### config.mk
export PLATFORM = sky130hd
export DESIGN_NAME = execute_sequencer
export DESIGN_NICKNAME = d
export VERILOG_FILES = /design/src/rtl/execute_sequencer.sv
export SDC_FILE = /design/constraint.sdc
export NUM_CORES = 1
export LEC_CHECK = 0
export ABC_AREA = 1
export CORE_AREA = 2 2 173 175
export DETAILED_ROUTE_END_ITERATION = 6
export DIE_AREA = 0 0 175 177
export PLACE_DENSITY = 0.7
export SLEW_MARGIN = 5
export SYNTH_ARGS = -nofsm -noshare
export SYNTH_HDL_FRONTEND = slang
export SYNTH_SLANG_ARGS = --single-unit
export TNS_END_PERCENT = 30
### constraint.sdc
create_clock -name clk -period 1.8 [get_ports clk]
set_input_delay 0.36 -clock clk [delete_from_list [all_inputs] [get_ports clk]]
set_output_delay 0.36 -clock clk [all_outputs]
set_load 0.005 [all_outputs]
### src/rtl/execute_sequencer.sv
// Execute-stage sequencer for one issued RV32I instruction: dispatches to the
// combinational ALU or an iterative unit, then holds the result on writeback.
module execute_sequencer #(
    parameter int TIMEOUT_CYCLES = 64,
    parameter int CNT_W          = $clog2(TIMEOUT_CYCLES + 1)
) (
    input  logic        clk,
    input  logic        reset,
    input  logic        flush,
    input  logic        issue_valid,
    output logic        issue_ready,
    input  logic [6:0]  issue_opcode,
    input  logic [2:0]  issue_funct3,
    input  logic [6:0]  issue_funct7,
    input  logic [31:0] issue_imm,
    input  logic [31:0] issue_pc,
    input  logic [4:0]  issue_rd,
    input  logic [31:0] issue_rs1_val,
    input  logic [31:0] issue_rs2_val,
    output logic [6:0]  alu_opcode,
    output logic [2:0]  alu_funct3,
    output logic [6:0]  alu_funct7,
    output logic [31:0] alu_imm,
    output logic [31:0] alu_pc,
    output logic [31:0] alu_rs1_val,
    output logic [31:0] alu_rs2_val,
    output logic        alu_read_valid,
    input  logic        alu_processing,
    input  logic        alu_valid,
    input  logic [31:0] alu_rd_val,
    output logic        iter_start,
    input  logic        iter_accept,
    output logic        iter_abort,
    input  logic        iter_done,
    input  logic [31:0] iter_rd_val,
    output logic        wb_valid,
    input  logic        wb_ready,
    output logic [4:0]  wb_rd,
    output logic        wb_we,
    output logic [31:0] wb_val,
    output logic [1:0]  wb_err,
    output logic [31:0] retired_cnt
);

    typedef enum logic [1:0] {
        S_IDLE,
        S_DISPATCH,
        S_WAIT_ITER,
        S_WB
    } state_t;

    localparam logic [1:0] ERR_OK      = 2'd0;
    localparam logic [1:0] ERR_UNKNOWN = 2'd1;
    localparam logic [1:0] ERR_TIMEOUT = 2'd2;

    state_t             state_q, state_d;
    logic [CNT_W-1:0]   cnt_q, cnt_d;
    logic [31:0]        wb_val_q, wb_val_d;
    logic [1:0]         wb_err_q, wb_err_d;
    logic [31:0]        retired_q, retired_d;
    logic               load_issue;

    logic [6:0]         opcode_q, funct7_q;
    logic [2:0]         funct3_q;
    logic [31:0]        imm_q, pc_q, rs1_q, rs2_q;
    logic [4:0]         rd_q;

    always_ff @(posedge clk) begin
        if (reset) begin
            state_q   <= S_IDLE;
            cnt_q     <= '0;
            wb_val_q  <= '0;
            wb_err_q  <= ERR_OK;
            retired_q <= '0;
            opcode_q  <= '0;
            funct3_q  <= '0;
            funct7_q  <= '0;
            imm_q     <= '0;
            pc_q      <= '0;
            rd_q      <= '0;
            rs1_q     <= '0;
            rs2_q     <= '0;
        end else begin
            state_q   <= state_d;
            cnt_q     <= cnt_d;
            wb_val_q  <= wb_val_d;
            wb_err_q  <= wb_err_d;
            retired_q <= retired_d;
            if (load_issue) begin
                opcode_q <= issue_opcode;
                funct3_q <= issue_funct3;
                funct7_q <= issue_funct7;
                imm_q    <= issue_imm;
                pc_q     <= issue_pc;
                rd_q     <= issue_rd;
                rs1_q    <= issue_rs1_val;
                rs2_q    <= issue_rs2_val;
            end
        end
    end

    always_comb begin
        state_d        = state_q;
        cnt_d          = cnt_q;
        wb_val_d       = wb_val_q;
        wb_err_d       = wb_err_q;
        retired_d      = retired_q;
        load_issue     = 1'b0;
        alu_read_valid = 1'b0;
        iter_start     = 1'b0;
        iter_abort     = 1'b0;

        case (state_q)
            S_IDLE: begin
                if (issue_valid) begin
                    load_issue = 1'b1;
                    state_d    = S_DISPATCH;
                end
            end
            S_DISPATCH: begin
                alu_read_valid = 1'b1;
                iter_start     = !alu_processing;
                if (alu_valid) begin
                    wb_val_d = alu_rd_val;
                    wb_err_d = ERR_OK;
                    state_d  = S_WB;
                end else if (iter_start && iter_accept) begin
                    cnt_d   = '0;
                    state_d = S_WAIT_ITER;
                end else begin
                    wb_val_d = '0;
                    wb_err_d = ERR_UNKNOWN;
                    state_d  = S_WB;
                end
            end
            S_WAIT_ITER: begin
                cnt_d = cnt_q + CNT_W'(1);
                // A result arriving on the last allowed cycle still counts as success.
                if (iter_done) begin
                    wb_val_d = iter_rd_val;
                    wb_err_d = ERR_OK;
                    state_d  = S_WB;
                end else if (cnt_q == CNT_W'(TIMEOUT_CYCLES - 1)) begin
                    wb_val_d = '0;
                    wb_err_d = ERR_TIMEOUT;
                    state_d  = S_WB;
                end
            end
            S_WB: begin
                if (wb_ready) begin
                    retired_d = retired_q + 32'd1;
                    state_d   = S_IDLE;
                end
            end
            default: state_d = S_IDLE;
        endcase

        // Flush drops everything in flight; only an op the iterative unit owns needs an abort.
        if (flush) begin
            state_d    = S_IDLE;
            cnt_d      = cnt_q;
            wb_val_d   = wb_val_q;
            wb_err_d   = wb_err_q;
            retired_d  = retired_q;
            load_issue = 1'b0;
            iter_abort = !reset && ((state_q == S_WAIT_ITER) ||
                                    ((state_q == S_DISPATCH) && iter_start && iter_accept));
        end
    end

    assign issue_ready = (state_q == S_IDLE);
    assign wb_valid    = (state_q == S_WB);
    assign wb_rd       = rd_q;
    assign wb_val      = wb_val_q;
    assign wb_err      = wb_err_q;
    assign wb_we       = wb_valid && (rd_q != 5'd0) && (wb_err_q == ERR_OK);
    assign retired_cnt = retired_q;

    assign alu_opcode  = opcode_q;
    assign alu_funct3  = funct3_q;
    assign alu_funct7  = funct7_q;
    assign alu_imm     = imm_q;
    assign alu_pc      = pc_q;
    assign alu_rs1_val = rs1_q;
    assign alu_rs2_val = rs2_q;

endmodule
==> out/metrics.cfg, run 1 <==
[routing]
vias = 10400
drc = 0
wirelength_um = 34700
viasPerCell = 4.58
firstDrtPassIters = 4
routedWlPerCell_um = 15.3
ant_nets = 0
drt_iter0_drc = 553

[clock_network]
cts_inserted_buffers = 26
tritoncts = built
root_buffer = clkbuf_16
clk_pin_slew_ns = 0.06
insertion_delay_ns = 0.53
clockBufferDepth = 3
clock-sinks = 225
h-tree-depth = 1

[timing]
setup_violations = 9
finalCriticalPeriod_ns = 1.95
setup_ws_ns = -0.153
fin_crit_sh = 1.09
hold_viol = 0
fmax_mhz = 512
finClkSkew_ns = 0.00810
worstMarginPinSlew_ns = 0.354
drv_slew = 0
rsz0062_at_grt = true
relSlewSlack = 0.764

[finish]
utilization = 0.559
syn_to_final_growth_pct = 71.8
regArea_mm2 = 0.00457
final_layout_size_suffix_gt1_frac = 0.108
fin_area_mm2 = 0.0163
nets = 2084
multiInputGateArea_mm2 = 0.00426
fill_cells = 2687

[logic_synthesis]
ys_warn_count = 0
ys_ff_latch = 225
synthFlopType = dfxtp_1
synth.most_common_cell = nor2_1
synth_top_area_share = 0.474
yosys.cell_types.count = 30
netlist_area_mm2 = 0.00951
synth_area_leaders = dfxtp_1 (47%), nor2_1 (17%), o21ai_0 (8.7%)
synth_area_per_cell_um2 = 6.86
syn_inst = 1385
syn_nets = 1615
async_flop_share = 0
synth_top_area_cell = dfxtp_1
synth_commonest_cells = nor2_1 (441), dfxtp_1 (225), o21ai_0 (165)
synth_edf_count = 0
yosysSeqAreaShare = 0.474

[critical_path]
arrival_ns = 1.59
required_ns = 1.44
cp_max_fo = 4
startpoint_type = flip-flop
setup.worst_path.end_class = output port
crit_type = flip-flop to output port

[die]
num_rows = 63
start_util = 0.325
dieArea_mm2 = 0.0310
boundaryPins = 445
fp.dieH_um = 177
core_area_mm2 = 0.0292
die_w_um = 175

[global_route]
grt-ovfl-total = 0
antenna_found_initial = 6
grt_pass1_wl_um = 52100
grt_max_degree = 91
grt_pass1_vias = 9862
grt_usage = 0.209

[place]
port-buffer-count = 444
dpl_cell_area_mm2 = 0.0148
globalplace.congestion = 0.841
dp_hpwl_um = 25000

[pwr]
p_per_area_mw_per_mm2 = 850
power_mw = 13.9
p_leak_nw = 7.87
peakVddDrop_mv = 0.763

[flow_run]
cap_violations = 0

[min_path]
worstHoldPathType = input port to flip-flop

[status]
status = complete, but fails checks
violations = negative setup slack

placed cells by master (no fill, tap or decap), types with 6 or more instances in the layout:
master / Yosys / routed
nor2_1: 441 / 432
clkdlybuf4s50_1: 0 / 338
dfxtp_1: 225 / 194
nand2_1: 153 / 151
inv_1: 154 / 150
o21ai_0: 165 / 81
o21ai_1: 0 / 73
dlymetal6s2s_1: 0 / 69
a21oi_1: 53 / 50
buf_4: 0 / 42
nand4_1: 41 / 41
nand3_1: 39 / 38
dlygate4sd2_1: 0 / 32
clkbuf_16: 0 / 30
dfxtp_2: 0 / 21
buf_6: 3 / 14
buf_12: 0 / 14
nor2_2: 4 / 11
o21ai_2: 0 / 11
dfxtp_4: 0 / 10
clkinv_2: 0 / 7
diode_2: 0 / 6
bufinv_16: 0 / 6
power breakdown:
group	internal, mW	switching, mW	total, mW
clock network	3.79	2.14	5.93
registers	5.29	0.165	5.46
logic	1.43	1.08	2.51
total	10.5	3.38	13.9
final timing paths:
kind	start	to	slack, ns	depth (start not counted)
setup / recovery	state_q[0]	iter_abort	-0.15	6
hold / removal	issue_imm[4]	alu_imm[4]	0.43	3
setup reg to reg	state_q[0]	alu_pc[8]	-0.03	10
hold reg to reg	retired_cnt[0]	retired_cnt[0]	0.46	1
metrics by stage:
stage                     setup WS, ns  std cells  hold WS [ns]  setup TNS, ns
final                           -0.153       2270         0.429         -0.274
after global routing            -0.231       2269         0.427          -3.79
after CTS                       -0.191       2256         0.419         -0.424
after detailed placement        -0.338       2203         0.465         -33.67
after global placement          -0.351       2203         0.453         -31.22
after floorplan                  0.187       1385         0.444              0
timing repair:
item                                    in CTS  in global routing
buffers inserted                             6                  5
resized for setup                          103                210
pin swaps                                    8                  9
endpoints found under the setup margin     213                151
gates cloned                                 0                  3
hold buffers                                 0                  0
sequential cells by signal, indices dropped and copies added, names as in the netlist:
signal / cells
alu_imm: 32
alu_pc: 32
alu_rs1_val: 32
alu_rs2_val: 32
retired_cnt: 32
wb_val: 32
alu_funct7: 7
alu_opcode: 7
cnt_q: 7
wb_rd: 5
alu_funct3: 3
state_q: 2
wb_err: 2
per-layer routing:
| layer | vias to the layer above | global-route usage | share of wire |
|---|---|---|---|
| li1 | 5297 | - | - |
| met1 | 4695 | 0.233 | 0.39 |
| met2 | 355 | 0.364 | 0.49 |
| met3 | 57 | 0.0831 | 0.10 |
| met4 | 0 | 0.0677 | 0.024 |
| met5 | - | 0 | 0 |
cell families after synthesis:
family / count (synthesis) / synth area share
compound gates: 227 / 0.123
buf+inv: 232 / 0.0970
flops: 225 / 0.474
fa+ha+maj: 7 / 0.00921
simple gates: 691 / 0.295
xor+xnor: 3 / 0.00276
worst max-delay path: stages, from the launching register on:
cell and delay (ns):
dfxtp_4 0.36, buf_6 0.14, inv_8 0.05, ha_4 0.13, inv_2 0.05, a211oi_2 0.20, buf_2 0.14
cell type report:
cell class	count	share of cell area
diodes	6	0.000919
well taps	390	0.0299
multi-input cells	928	0.261
inverters	157	0.0376
clock buffers	34	0.0460
flip-flops and latches	225	0.280
repair buffers	516	0.332
clock inverters	14	0.0136
Power figures use the tool's default switching activity.
==> run 2: changes to the inputs <==
--- a/config.mk
+++ b/config.mk
@@ -9,6 +9,7 @@
 export CORE_AREA = 2 2 173 175
 export DETAILED_ROUTE_END_ITERATION = 6
 export DIE_AREA = 0 0 175 177
+export GPL_ROUTABILITY_DRIVEN = 0
 export PLACE_DENSITY = 0.7
 export SLEW_MARGIN = 5
 export SYNTH_ARGS = -nofsm -noshare
==> results of run 2 <==
The final DEF is identical to that of run 1; final timing and power are the same.
==> run 3: changes to the inputs <==
==> constraint.sdc (replaced) <==
create_clock -name clk -period 2.2 [get_ports clk]
set_input_delay 0.44 -clock clk [delete_from_list [all_inputs] [get_ports clk]]
set_output_delay 0.44 -clock clk [all_outputs]
set_load 0.005 [all_outputs]
==> out/metrics.cfg, run 3 (synthesized netlist as in run 1, its figures left out) <==
[timing]
drv_slew = 0  ; unchanged
fin_crit_sh = 0.988
worstMarginPinSlew_ns = 0.367  ; +0.0133 ns
hold_viol = 0  ; unchanged
fin_tns_setup_ns = 0  ; +0.274 ns
setup_violations = 0  ; -9
setup_ws_ns = 0.0270  ; +0.180 ns
rsz0062_at_grt = true
hold_ws_ns = 0.479  ; +0.0503 ns
finalCriticalPeriod_ns = 2.17
finClkSkew_ns = 0.00770  ; -0.000403 ns
fmax_mhz = 460
relSlewSlack = 0.753  ; -0.0115

[die]
core_area_mm2 = 0.0292  ; unchanged
die_w_um = 175  ; unchanged
start_util = 0.325  ; unchanged
dieArea_mm2 = 0.0310  ; unchanged
fp.dieH_um = 177  ; unchanged
boundaryPins = 445  ; unchanged
num_rows = 63  ; unchanged

[critical_path]
arrival_ns = 1.73  ; +0.14 ns
startpoint_type = flip-flop
cp_max_fo = 4  ; unchanged
crit_type = flip-flop to output port
required_ns = 1.76  ; +0.32 ns
setup.worst_path.end_class = output port

[clock_network]
h-tree-depth = 1  ; unchanged
tritoncts = built
postCtsHoldBufs = 0  ; unchanged
insertion_delay_ns = 0.52  ; about the same
root_buffer = clkbuf_16
cts_inserted_buffers = 26  ; unchanged
clock-sinks = 225  ; unchanged
clockBufferDepth = 3  ; unchanged
clk_pin_slew_ns = 0.06  ; about the same

[pwr]
p_leak_nw = 6.33  ; -20%
power_mw = 10.9  ; -22%
p_per_area_mw_per_mm2 = 700  ; -18%
peakVddDrop_mv = 0.533  ; -30%

[place]
pre_cts_ws_ns = -0.122  ; +0.216 ns
dp_hpwl_um = 24900  ; -0.65%
port-buffer-count = 444  ; unchanged

[routing]
wirelength_um = 34000  ; -1.9%
firstDrtPassIters = 5  ; +1
drt_iter0_drc = 547  ; -1.1%
vias = 10300  ; -1.3%
drc = 0  ; unchanged
viasPerCell = 4.59  ; about the same
routedWlPerCell_um = 15.2  ; -0.58%
ant_nets = 0  ; unchanged

[global_route]
grt-ovfl-total = 0  ; unchanged
grt_max_degree = 92  ; +1.1%
grt_pass1_vias = 10000  ; +1.7%
grt_pass1_wl_um = 52100  ; -0.12%
antenna_found_initial = 8  ; +2
grt_usage = 0.208  ; -0.000754

[finish]
syn_to_final_growth_pct = 63.8
final_layout_size_suffix_gt1_frac = 0.0598  ; -0.0486
final_common_cell = nor2_1
nets = 2052  ; -1.5%
utilization = 0.532  ; -0.0262
layout_common_cells = nor2_1 (439), clkdlybuf4s50_1 (438), dfxtp_1 (223), o21ai_0 (165), nand2_1 (152)

[flow_run]
cap_violations = 0  ; unchanged

[min_path]
worstHoldPathType = flip-flop to flip-flop

[status]
status = finished, final reports clean

-- run 3: cell count changes in the layout (fill, tap and decap cells not counted), sizes merged, moves of 2 or more --
cell,delta
dlygate4sd2,-30
buf,-34
bufinv,-4
clkdlybuf4s50,+100
clkbuf,+2
clkinv,-3
diode,+2
dlymetal6s2s,-66
-- run 3: metal layers --
metal	vias up	GRT usage	part of all wire
li1	5221	-	-
met1	4598	0.226	0.39
met2	389	0.363	0.48
met3	62	0.0833	0.10
met4	0	0.0806	0.031
met5	-	0	0
-- run 3: layout make-up --
class / instances / area (µm²)
diodes: 8 / 20.0
clock buffers: 39 / 801
clock inverters: 8 / 96.3
fillers: 2760 / 13700
inverters: 157 / 599
multi-input cells: 928 / 4160
flip-flops and latches: 225 / 4510
well taps: 390 / 488
repair buffers: 484 / 4900
-- run 3: power by group --
group	switching, mW	leakage (nW)	internal, mW	total, mW
clock network	1.73	0.443	2.74	4.46
registers	0.139	1.84	4.34	4.48
logic	0.832	4.05	1.12	1.95
total	2.70	6.33	8.19	10.9
-- run 3: per-stage QoR --
| step | cells | cell area [µm²] |
|---|---|---|
| 2_1_floorplan | 1385 | 9510 |
| 4_1_cts | 2231 | 15500 |
| 6_report | 2239 | 15600 |
| 3_5_place_dp | 2182 | 14600 |
| 3_3_place_gp | 2182 | 14600 |
| 5_1_grt | 2238 | 15600 |
-- run 3: timing repair --
action | CTS | global route
endpoints found under the setup margin | 6 | 9
buffers inserted | 2 | 0
gates resized for setup | 18 | 9
pin swaps | 5 | 1
-- run 3: worst paths after layout --
path	slack, ns	depth (start not counted)	startpoint	end
worst max-delay path	0.03	6	state_q[0]	iter_abort
worst min-delay path	0.48	2	alu_pc[13]	alu_pc[13]
worst max register to register	0.21	12	state_q[0]	retired_cnt[21]
worst min register to register	0.48	2	alu_pc[13]	alu_pc[13]
-- run 3: critical path, stage by stage (launching register included) --
cell and delay (ns):
dfxtp_2 0.34, buf_6 0.13, inv_4 0.07, ha_2 0.19, inv_2 0.05, a211oi_2 0.20
clkdlybuf4s15_1 0.22
